**config.mk**
```make
export PLATFORM = sky130hd
export DESIGN_NAME = posit_acc_encode
export DESIGN_NICKNAME = d
export VERILOG_FILES = /design/src/rtl/posit_acc_encode.sv
export SDC_FILE = /design/constraint.sdc
export NUM_CORES = 1
export LEC_CHECK = 0
export ABC_AREA = 1
export BUFFER_PORTS_ARGS = -buffer_cell sky130_fd_sc_hd__buf_2
export CORE_AREA = 2 2 191 193
export DETAILED_ROUTE_END_ITERATION = 10
export DIE_AREA = 0 0 193 195
export PLACE_DENSITY = 0.79
export REMOVE_ABC_BUFFERS = 1
export SLEW_MARGIN = 10
export SYNTH_ARGS = -nofsm -noshare
export SYNTH_HDL_FRONTEND = slang
export SYNTH_SLANG_ARGS = --single-unit
```
**constraint.sdc**
```tcl
create_clock -name clk_i -period 4.8 [get_ports clk_i]
set_clock_uncertainty 0.15 [all_clocks]
set_input_delay 0.96 -clock clk_i [delete_from_list [all_inputs] [get_ports clk_i]]
set_output_delay 0.96 -clock clk_i [all_outputs]
set_load 0.02 [all_outputs]
```
**src/rtl/posit_acc_encode.sv**
```systemverilog
// posit_acc_encode: converts a segmented fixed-point accumulator into a
// rounded posit word over a scan / normalise / round / output sequence.
module posit_acc_encode #(
   parameter int WIDTH    = 8,
   parameter int EXP      = 2,
   parameter int K        = 9,
   parameter int ACC      = (2**EXP)*(WIDTH-2),
   parameter int ACC_HEAD = $clog2(K)+2
) (
   input  logic                clk_i,
   input  logic                rst_i,
   input  logic                acc_rdy,
   input  logic [ACC_HEAD-1:0] acc_head,
   input  logic [ACC-1:0]      acc_seg0,
   input  logic [ACC-1:0]      acc_seg1,
   input  logic [ACC-1:0]      acc_seg2,
   input  logic [ACC-1:0]      acc_seg3,
   input  logic                acc_sign,
   input  logic                out_rdy,
   output logic                out_vld,
   output logic [WIDTH-1:0]    out_posit,
   output logic                busy_o,
   output logic                ovr_o
);

   localparam int MW   = ACC_HEAD + 4*ACC;
   localparam int BP   = 2*ACC;
   localparam int PW   = $clog2(MW) + 1;
   localparam int SW   = PW + 1;
   localparam int SGW  = (ACC > ACC_HEAD) ? ACC : ACC_HEAD;
   localparam int SMAX = (2**EXP)*(WIDTH-2);
   localparam int XW   = WIDTH + EXP + MW;

   localparam logic signed [SW-1:0] BP_S   = SW'(BP);
   localparam logic signed [SW-1:0] SMAX_S = SW'(SMAX);
   localparam logic signed [SW-1:0] SMIN_S = SW'(-SMAX);

   localparam logic [ACC_HEAD-1:0] HEAD_MASK =
      {1'b0, {(ACC_HEAD-1){1'b1}}};
   localparam logic [WIDTH-1:0] MAXP = {1'b0, {(WIDTH-1){1'b1}}};
   localparam logic [WIDTH-1:0] MINP = WIDTH'(1);
   localparam logic [WIDTH-1:0] ONES = '1;
   localparam logic [WIDTH-1:0] TOP  = {1'b1, {(WIDTH-1){1'b0}}};

   typedef enum logic [2:0] {
      S_IDLE,
      S_SCAN,
      S_NORM,
      S_RND,
      S_OUT
   } state_t;

   state_t                 state_q, state_d;
   logic                   rdy_q, rdy_d;
   logic [ACC_HEAD-1:0]    head_q, head_d;
   logic [ACC-1:0]         s0_q, s0_d;
   logic [ACC-1:0]         s1_q, s1_d;
   logic [ACC-1:0]         s2_q, s2_d;
   logic [ACC-1:0]         s3_q, s3_d;
   logic                   sign_q, sign_d;
   logic [2:0]             idx_q, idx_d;
   logic [PW-1:0]          p_q, p_d;
   logic                   zero_q, zero_d;
   logic signed [SW-1:0]   k_q, k_d;
   logic [EXP-1:0]         e_q, e_d;
   logic [MW-1:0]          frac_q, frac_d;
   logic                   hi_q, hi_d;
   logic                   lo_q, lo_d;
   logic                   vld_q, vld_d;
   logic [WIDTH-1:0]       pos_q, pos_d;
   logic                   ovr_q, ovr_d;

   logic                   start;
   logic [SGW-1:0]         seg_cur;
   logic [PW-1:0]          seg_base;
   logic [PW-1:0]          seg_pos;
   logic                   seg_nz;
   logic [MW-1:0]          m_all;
   logic signed [SW-1:0]   scale;
   logic [PW-1:0]          sh;
   logic [SW-1:0]          nk;
   logic [SW-1:0]          kp1;
   logic [SW-1:0]          rsh;
   logic [WIDTH-1:0]       reg_w;
   logic [XW-1:0]          xs;
   logic [WIDTH-2:0]       body;
   logic                   guard;
   logic                   sticky;
   logic [WIDTH-1:0]       rnd;
   logic [WIDTH-1:0]       mag;
   logic [WIDTH-1:0]       res;

   assign start = acc_rdy & ~rdy_q;
   assign m_all = {head_q, s0_q, s1_q, s2_q, s3_q};

   // Pick the segment under scan and locate its highest set bit.
   always_comb begin
      seg_cur  = '0;
      seg_base = '0;
      unique case (idx_q)
         3'd0: begin
            seg_cur  = SGW'(head_q);
            seg_base = PW'(4*ACC);
         end
         3'd1: begin
            seg_cur  = SGW'(s0_q);
            seg_base = PW'(3*ACC);
         end
         3'd2: begin
            seg_cur  = SGW'(s1_q);
            seg_base = PW'(2*ACC);
         end
         3'd3: begin
            seg_cur  = SGW'(s2_q);
            seg_base = PW'(ACC);
         end
         3'd4: begin
            seg_cur  = SGW'(s3_q);
            seg_base = '0;
         end
         default: begin
            seg_cur  = '0;
            seg_base = '0;
         end
      endcase
      seg_nz  = |seg_cur;
      seg_pos = '0;
      for (int j = 0; j < SGW; j++) begin
         if (seg_cur[j]) seg_pos = PW'(j);
      end
   end

   // Binary scale of the leading one and the left-justifying shift.
   always_comb begin
      scale = $signed({1'b0, p_q}) - BP_S;
      sh    = PW'(MW) - p_q;
   end

   // Regime/exponent/fraction string, then round-to-nearest-even.
   always_comb begin
      nk    = -k_q;
      kp1   = k_q + SW'(1);
      reg_w = '0;
      rsh   = '0;
      if (k_q[SW-1]) begin
         reg_w = TOP >> nk;
         rsh   = SW'(WIDTH-1) - nk;
      end else begin
         reg_w = ~(ONES >> kp1);
         rsh   = SW'(WIDTH-2) - k_q;
      end
      xs = {reg_w, {(EXP+MW){1'b0}}}
         | (XW'({e_q, frac_q}) << rsh);
      body   = xs[XW-1 -: WIDTH-1];
      guard  = xs[XW-WIDTH];
      sticky = |xs[XW-WIDTH-1:0];
      rnd    = {1'b0, body}
             + {{(WIDTH-1){1'b0}}, guard & (body[0] | sticky)};
      mag = rnd;
      if (rnd[WIDTH-1])  mag = MAXP;
      if (rnd == '0)     mag = MINP;
      if (hi_q)          mag = MAXP;
      if (lo_q)          mag = MINP;
      res = sign_q ? (~mag + WIDTH'(1)) : mag;
      if (zero_q) res = '0;
   end

   // Sequencer: next-state and all register updates.
   always_comb begin
      state_d = state_q;
      rdy_d   = acc_rdy;
      head_d  = head_q;
      s0_d    = s0_q;
      s1_d    = s1_q;
      s2_d    = s2_q;
      s3_d    = s3_q;
      sign_d  = sign_q;
      idx_d   = idx_q;
      p_d     = p_q;
      zero_d  = zero_q;
      k_d     = k_q;
      e_d     = e_q;
      frac_d  = frac_q;
      hi_d    = hi_q;
      lo_d    = lo_q;
      vld_d   = vld_q;
      pos_d   = pos_q;
      ovr_d   = ovr_q | (start && (state_q != S_IDLE));
      unique case (state_q)
         S_IDLE: begin
            if (start) begin
               head_d  = acc_head & HEAD_MASK;
               s0_d    = acc_seg0;
               s1_d    = acc_seg1;
               s2_d    = acc_seg2;
               s3_d    = acc_seg3;
               sign_d  = acc_sign;
               idx_d   = '0;
               p_d     = '0;
               zero_d  = 1'b0;
               state_d = S_SCAN;
            end
         end
         S_SCAN: begin
            if (seg_nz) begin
               p_d     = seg_base + seg_pos;
               state_d = S_NORM;
            end else if (idx_q == 3'd4) begin
               zero_d  = 1'b1;
               state_d = S_NORM;
            end else begin
               idx_d = idx_q + 3'd1;
            end
         end
         S_NORM: begin
            k_d     = scale >>> EXP;
            e_d     = scale[EXP-1:0];
            frac_d  = m_all << sh;
            hi_d    = scale > SMAX_S;
            lo_d    = scale < SMIN_S;
            state_d = S_RND;
         end
         S_RND: begin
            pos_d   = res;
            vld_d   = 1'b1;
            state_d = S_OUT;
         end
         S_OUT: begin
            if (out_rdy) begin
               vld_d   = 1'b0;
               state_d = S_IDLE;
            end
         end
         default: state_d = S_IDLE;
      endcase
   end

   // State and datapath registers with synchronous reset.
   always_ff @(posedge clk_i) begin
      if (rst_i) begin
         state_q <= S_IDLE;
         rdy_q   <= 1'b1;
         head_q  <= '0;
         s0_q    <= '0;
         s1_q    <= '0;
         s2_q    <= '0;
         s3_q    <= '0;
         sign_q  <= 1'b0;
         idx_q   <= '0;
         p_q     <= '0;
         zero_q  <= 1'b0;
         k_q     <= '0;
         e_q     <= '0;
         frac_q  <= '0;
         hi_q    <= 1'b0;
         lo_q    <= 1'b0;
         vld_q   <= 1'b0;
         pos_q   <= '0;
         ovr_q   <= 1'b0;
      end else begin
         state_q <= state_d;
         rdy_q   <= rdy_d;
         head_q  <= head_d;
         s0_q    <= s0_d;
         s1_q    <= s1_d;
         s2_q    <= s2_d;
         s3_q    <= s3_d;
         sign_q  <= sign_d;
         idx_q   <= idx_d;
         p_q     <= p_d;
         zero_q  <= zero_d;
         k_q     <= k_d;
         e_q     <= e_d;
         frac_q  <= frac_d;
         hi_q    <= hi_d;
         lo_q    <= lo_d;
         vld_q   <= vld_d;
         pos_q   <= pos_d;
         ovr_q   <= ovr_d;
      end
   end

   assign out_vld   = vld_q;
   assign out_posit = pos_q;
   assign busy_o    = (state_q != S_IDLE);
   assign ovr_o     = ovr_q;

endmodule

```
==> results of run 1 <==
-- per-layer routing --
layer	track usage (%)	share of wire [%]
met5	0	0
met4	33.6	9.4
met3	9.24	11
met2	67.3	43
met1	54.1	37
-- final timing paths --
kind           startpoint            to  slack [ns]  cells after the start
max                k_q[1]  out_posit[6]       -0.04                     38
min          out_posit[4]  out_posit[4]        0.32                      2
max reg2reg        k_q[1]  out_posit[6]       -0.04                     38
min reg2reg  out_posit[4]  out_posit[4]        0.32                      2
-- final cells by class --
type                       instances  area [µm²]  area share (%)
clock buffer                      36         748            2.86
clock inverter                    12         143           0.546
inverter                         223         847            3.24
multi-input combinational       3009       16700            63.8
sequential                       241        4830            18.5
tap                              461         577            2.21
timing repair buffer             272        2320            8.88
-- logic make-up after synthesis --
| family | count (synthesis) |
|---|---|
| and+or+nand+nor | 1929 |
| xor gates and xnor gates | 10 |
| AOI/OAI and AO/OA | 854 |
| adders and majority gates | 18 |
| buffers and inverters | 523 |
| muxes | 196 |
| DFF | 241 |
-- layout by cell type, fill, tap and decap left out, drive strengths merged, types with 2 or more instances in the layout --
master,instances
o21bai,3
a22oi,24
a211oi,6
nor2,199
xor2,8
xnor2,2
o211ai,51
nand2,907
nor4,2
nand3,746
bufinv,2
o221ai,6
o31ai,3
dfxtp,241
mux2i,196
o22ai,31
o21ai,432
clkinv,12
nand3b,6
buf,264
nor3,16
a31oi,23
nand4,20
or2,29
o21a,4
a21oi,243
inv,221
a211o,3
and2,3
ha,17
clkbuf,44
a221oi,19
-- worst register-to-register path, delay by kind of cell (launching register included) --
| kind | cells | cell delay (ns) |
|---|---|---|
| AOI/OAI and AO/OA | 2 | 0.38 |
| adders and majority gates | 2 | 0.28 |
| buffers and inverters | 7 | 0.72 |
| DFF | 1 | 0.38 |
| and+or+nand+nor | 27 | 2.86 |
-- repair_timing --
action                     4_1_cts  5_1_grt
pin swaps                        1       69
resized for setup               12      240
setup endpoints to repair        3        6
cloned                           2       12
setup buffers                    3       22
-- power by group through the flow --
| stage | Combinational (mW) | Sequential [mW] | Clock [mW] |
|---|---|---|---|
| floorplan | 4.02 | 2.39 | 0 |
| global placement | 5.69 | 2.38 | 0 |
| detailed placement | 5.82 | 2.39 | 0 |
| CTS | 5.91 | 2.35 | 2.10 |
| global route | 7.20 | 2.38 | 2.19 |
| finish | 6.70 | 2.36 | 2.11 |
-- per-stage QoR --
stage / setup TNS (ns) / utilization (%)
after floorplan: -824.33 / -
after global placement: 0 / 66.7
after detailed placement: -0.140 / 66.7
after CTS: 0 / 69.6
after global routing: -0.821 / 73.8
final: -0.0398 / 73.8
-- synthesized netlist by cell type (19+ instances only) --
| cell | n |
|---|---|
| o211ai_1 | 51 |
| nand4_1 | 20 |
| or2_2 | 29 |
| dfxtp_1 | 241 |
| mux2i_1 | 196 |
| a21oi_1 | 242 |
| nor2_1 | 193 |
| a31oi_1 | 23 |
| nand2_1 | 892 |
| inv_1 | 205 |
| a22oi_1 | 24 |
| clkbuf_1 | 201 |
| a221oi_1 | 19 |
| buf_2 | 22 |
| buf_1 | 53 |
| nand3_1 | 744 |
| o22ai_1 | 31 |
| o21ai_0 | 416 |
-- registers in the layout, summed over array words and instances (netlist names), 2 cells and up --
| register | cells |
|---|---|
| out_posit | 8 |
| idx_q | 3 |
| s2_q | 24 |
| s3_q | 24 |
| k_q | 7 |
| state_q | 3 |
| e_q | 2 |
| s1_q | 24 |
| s0_q | 24 |
| head_q | 5 |
| frac_q | 102 |
| p_q | 8 |
==> summary.txt, run 1 <==
Run status
  – Status: finished, violations left
  – Failing checks: negative setup slack

Place
  – Post-Place Setup Slack: -0.0928 ns
  – Post-DP HPWL: 64.6 mm
  – GPL Wtd Cong: 1.10
  – I/O Buffers: 116
  – Cell count after placement: 4168
  – Placement-stage cell area: 23600 µm²

Logic synthesis
  – Primary FF master, synth: dfxtp_1
  – Complex-gate fraction of the synthesized area: 21.1%
  – Distinct cell type count after synthesis: 55
  – Async S/R FF share, synth: 0%
  – Synth Area in XOR/XNOR: 0.424%
  – Share of the yosys chip area belonging to registers: 21.5%
  – Top cell type's share of synthesized area: 21.5%
  – Largest cells by area after synthesis: dfxtp_1 22%, nand3_1 17%, nand2_1 15%
  – Mapped Avg Cell Area: 5.94 µm²
  – Yosys reg bits: 241
  – Synth Area in Adders: 1.04%
  – EDFF count, synth: 0
  – Post-synthesis simple-gate area fraction: 37.6%
  – Syn. warnings: 0
  – Mux cell area share after synthesis: 8.75%
  – Cell area after synthesis: 22400 µm²
  – Largest family of logic cells by synthesized area: simple AND/OR/NAND/NOR gates
  – Gate Count Post-Synth: 3771
  – Synth area leader: dfxtp_1

Critical path
  – Critical path class: reg -> reg
  – Crit start category: flop
  – Crit. End Element: flop
  – Crit-path max FO: 12
  – CP Data Required Time: 5.14 ns
  – Crit-path leading delay family: simple AND/OR/NAND/NOR gates
  – Max incr delay on CP: 0.38 ns
  – Crit path DAT: 5.18 ns
  – Slowest cell on crit path: dfxtp_4
  – CP dominant cell by count: nand2_2
  – Buf/Inv on CP: 7

GRT
  – GRT overflow: 0
  – First-pass GRT wire length: 132 mm
  – Number of antenna violations at the first check in global routing: 1
  – GRT Total Usage: 44.1%
  – Vias in the first global route: 24600
  – Largest net degree at the start of global routing: 203

Floorplanning
  – Die height: 195 µm
  – Core ar.: 35400 µm²
  – Width of the chip: 193 µm
  – Initial core utilization: 63.3%
  – # rows: 69
  – Die area: 37600 µm²
  – IO Pins: 118

Drt
  – Avg WL per Cell: 20.8 µm
  – Residual DRC: 0
  – Drt pass-1 iters: 8
  – Drt total wl: 88.4 mm
  – Vias per cell: 6.59
  – Routed Antenna Nets: 0
  – Via count: 28000
  – DR iter-0 viols: 4186

Timing
  – Fin Hold WS: 0.317 ns
  – Slew Limit Fails: 0
  – Final worst slack: -0.0398 ns
  – Crit path time final: 4.84 ns
  – RSZ-0062 raised after global routing: yes
  – Final setup fails: 1
  – Final period util: 101%
  – Slew HR: 29.4%
  – Worst Max-Slew Pin Slew: 1.05 ns
  – Endpoints failing hold: 0
  – Fmax achieved: 207 MHz

Power
  – NetSw: 5.51 mW
  – Internal power: 5.66 mW
  – Clk pwr share: 18.9%
  – Comb power frac: 60.0%
  – Design Power: 11.2 mW
  – Power density over the cells: 427 nW/µm²
  – Sequential share of power: 21.1%
  – Leakage: 11.0 nW
  – Switching share of power: 49.3%
  – Max IR drop VDD: 0.393 mV

Run
  – Max_cap viols: 0

Finish
  – Fill count: 2970
  – Final net count: 3898
  – Ant. Diodes: 0
  – Area Overhead vs Synth: 16.6%
  – Final instance area: 26100 µm²
  – Final cell count without fillers: 4254
  – Share of cells above drive strength 1: 16.0%

CTS
  – Max Buffers Root-to-Sink: 3
  – Worst skew pair latency: 0.57 ns
  – CTS Sinks: 241
  – CTS tree: built
  – Hold buffer count at cts: 0
  – Clock root buffer: clkbuf_16
  – Clock-pin slew on the worst setup and hold paths: 0.06 ns
  – CTS buffer count: 26
  – H-tree levels: 1

Min path
  – Hold crit path type: reg -> reg
Note: power is estimated with default switching activity, not from simulation.
==> run 2: changes to the inputs <==
--- a/config.mk
+++ b/config.mk
@@ -7,12 +7,13 @@
 export LEC_CHECK = 0
 export ABC_AREA = 1
 export BUFFER_PORTS_ARGS = -buffer_cell sky130_fd_sc_hd__buf_2
-export CORE_AREA = 2 2 191 193
+export CORE_AREA = 2 2 189 191
 export DETAILED_ROUTE_END_ITERATION = 10
-export DIE_AREA = 0 0 193 195
-export PLACE_DENSITY = 0.79
+export DIE_AREA = 0 0 191 193
+export PLACE_DENSITY = 0.8
 export REMOVE_ABC_BUFFERS = 1
 export SLEW_MARGIN = 10
 export SYNTH_ARGS = -nofsm -noshare
 export SYNTH_HDL_FRONTEND = slang
 export SYNTH_SLANG_ARGS = --single-unit
+export TNS_END_PERCENT = 50
==> constraint.sdc (replaced) <==
create_clock -name clk_i -period 5.9 [get_ports clk_i]
set_clock_uncertainty 0.15 [all_clocks]
set_input_delay 1.18 -clock clk_i [delete_from_list [all_inputs] [get_ports clk_i]]
set_output_delay 1.18 -clock clk_i [all_outputs]
set_load 0.02 [all_outputs]
==> run 2 against run 1 <==
The flow now finishes without violations. Non-clock buffer count shrank 96. Wire length shrank 4.2%. Sequential power fell by 19%. First-iteration DRC count fell by 12%.
==> summary.txt, run 2 (synthesis gave the netlist of run 1 again) <==
Run status
  – Status: completed

GRT
  – GR Layer Usage met3: 6.73%
  – First-pass GRT wire length: 128 mm
  – GRT Total Usage: 43.9%
  – Vias in the first global route: 23600
  – Largest net degree at the start of global routing: 132
  – Grt met1 use: 54.1%
  – GRT busiest layer: met2
  – Number of antenna violations at the first check in global routing: 0
  – GRT overflow: 0
  – M2 GR Usage: 69.1%

Drt
  – Vias per cell: 6.47
  – Via count: 26900
  – Drt total wl: 84.7 mm
  – DR iter-0 viols: 3676
  – Drt pass-1 iters: 7
  – Avg WL per Cell: 20.4 µm
  – Routed Antenna Nets: 0
  – Residual DRC: 0

Place
  – Cell count after placement: 4108
  – Placement-stage cell area: 22900 µm²
  – GPL Wtd Cong: 1.12
  – Post-DP HPWL: 63.3 mm
  – I/O Buffers: 116

Timing
  – Endpoints failing hold: 0
  – Final period util: 92.9%
  – Slew Limit Fails: 0
  – Fmax achieved: 183 MHz
  – Final setup fails: 0
  – Worst Max-Slew Pin Slew: 1.15 ns
  – Slew HR: 23.3%
  – Crit path time final: 5.48 ns
  – RSZ-0062 raised after global routing: no
  – Fin Hold WS: 0.312 ns

Power
  – Leakage: 9.99 nW
  – Design Power: 8.29 mW
  – Power density over the cells: 348 nW/µm²
  – Max IR drop VDD: 0.316 mV

Critical path
  – Crit. End Element: flop
  – Crit path DAT: 5.82 ns
  – CP dominant cell by count: nand2_1
  – Slowest cell on crit path: dfxtp_1
  – Crit-path max FO: 16
  – Max incr delay on CP: 0.60 ns
  – CP Data Required Time: 6.24 ns
  – Crit start category: flop
  – Critical path class: reg -> reg

CTS
  – Worst skew pair latency: 0.56 ns
  – Clock root buffer: clkbuf_16
  – Number of setup buffers added after CTS: 0
  – Post-CTS Resized: 0
  – CTS buffer count: 26
  – CTS tree: built
  – Clock-pin slew on the worst setup and hold paths: 0.06 ns
  – Max Buffers Root-to-Sink: 3
  – Hold buffer count at cts: 0
  – H-tree levels: 1
  – CTS Sinks: 241

Finish
  – Final core utilization: 68.1%
  – Share of cells above drive strength 1: 8.27%
  – Biggest register: frac_q
  – Final net count: 3803
  – Most frequent cells in the layout: 890 x nand2_1, 744 x nand3_1, 416 x o21ai_0
  – Commonest non-fill, non-tap cell in the layout: nand2_1
  – Final instance area: 23800 µm²
  – Largest register FFs: 102
  – Area Overhead vs Synth: 6.30%
  – Ant. Diodes: 0
  – Final cell count without fillers: 4159

Floorplanning
  – # rows: 69
  – Die height: 193 µm
  – IO Pins: 118
  – Initial core utilization: 64.1%
  – Core ar.: 35000 µm²
  – Width of the chip: 191 µm
  – Die area: 36900 µm²

Run
  – Max_cap viols: 0

Min path
  – Hold crit path type: reg -> reg
run 2: cell count changes in the layout (fill, tap and decap cells not counted), moves of 5 or more:
cell,change
nand2_4,-5
nand3_4,-16
buf_6,-9
o21ai_2,-5
buf_4,-55
nand2_1,+46
nand3_2,-122
nand3_1,+138
nand2_2,-40
nor2_1,+5
buf_12,-22
clkbuf_16,-7
run 2: stage by stage:
step           TNS, ns  setup WS, ns
6_report             0         0.421
5_1_grt              0        0.0347
3_3_place_gp         0         0.662
3_5_place_dp         0         0.449
4_1_cts              0         0.409
2_1_floorplan  -704.43         -7.35
run 2: layout make-up:
cell class,count,area (µm²)
Clock inverter,12,82.6
Clock buffer,36,759
Inverter,223,842
Sequential cell,241,4830
Multi-Input combinational cell,3010,15600
Timing Repair Buffer,176,1110
Fill cell,3207,11100
Tap cell,461,577
run 2: critical path: cells and delay by family (launching register included):
| kind | cells | cell delay (ns) |
|---|---|---|
| AND/OR/NAND/NOR | 28 | 3.76 |
| buffers and inverters | 3 | 0.16 |
| flip-flops | 1 | 0.60 |
| adder cells (fa/ha/maj) | 2 | 0.42 |
| XOR/XNOR | 1 | 0.18 |
| AO/OA/AOI/OAI | 1 | 0.14 |
run 2: path summary, 6_finish.rpt:
| kind | startpoint | end | slack [ns] | cells after the start |
|---|---|---|---|---|
| min reg2reg | ovr_o | ovr_o | 0.31 | 2 |
| max | k_q[2] | out_posit[4] | 0.42 | 35 |
| max reg2reg | k_q[2] | out_posit[4] | 0.42 | 35 |
| min | ovr_o | ovr_o | 0.31 | 2 |
run 2: power by group:
group / internal, mW / leakage (nW) / total (mW) / switching [mW]
Clock: 0.906 / 0.416 / 1.63 / 0.725
Combinational: 1.42 / 7.61 / 4.75 / 3.32
Sequential: 1.79 / 1.96 / 1.92 / 0.127
Total: 4.12 / 9.99 / 8.29 / 4.18
run 2: metal layers:
layer  up-vias  wire length [µm]  share of wire (%)
met2      1719             36700                 43
met3       363              8450                 10
li1      12800                 -                  -
met5         -                 0                  0
met1     12000             32000                 38
met4         0              7500                8.9
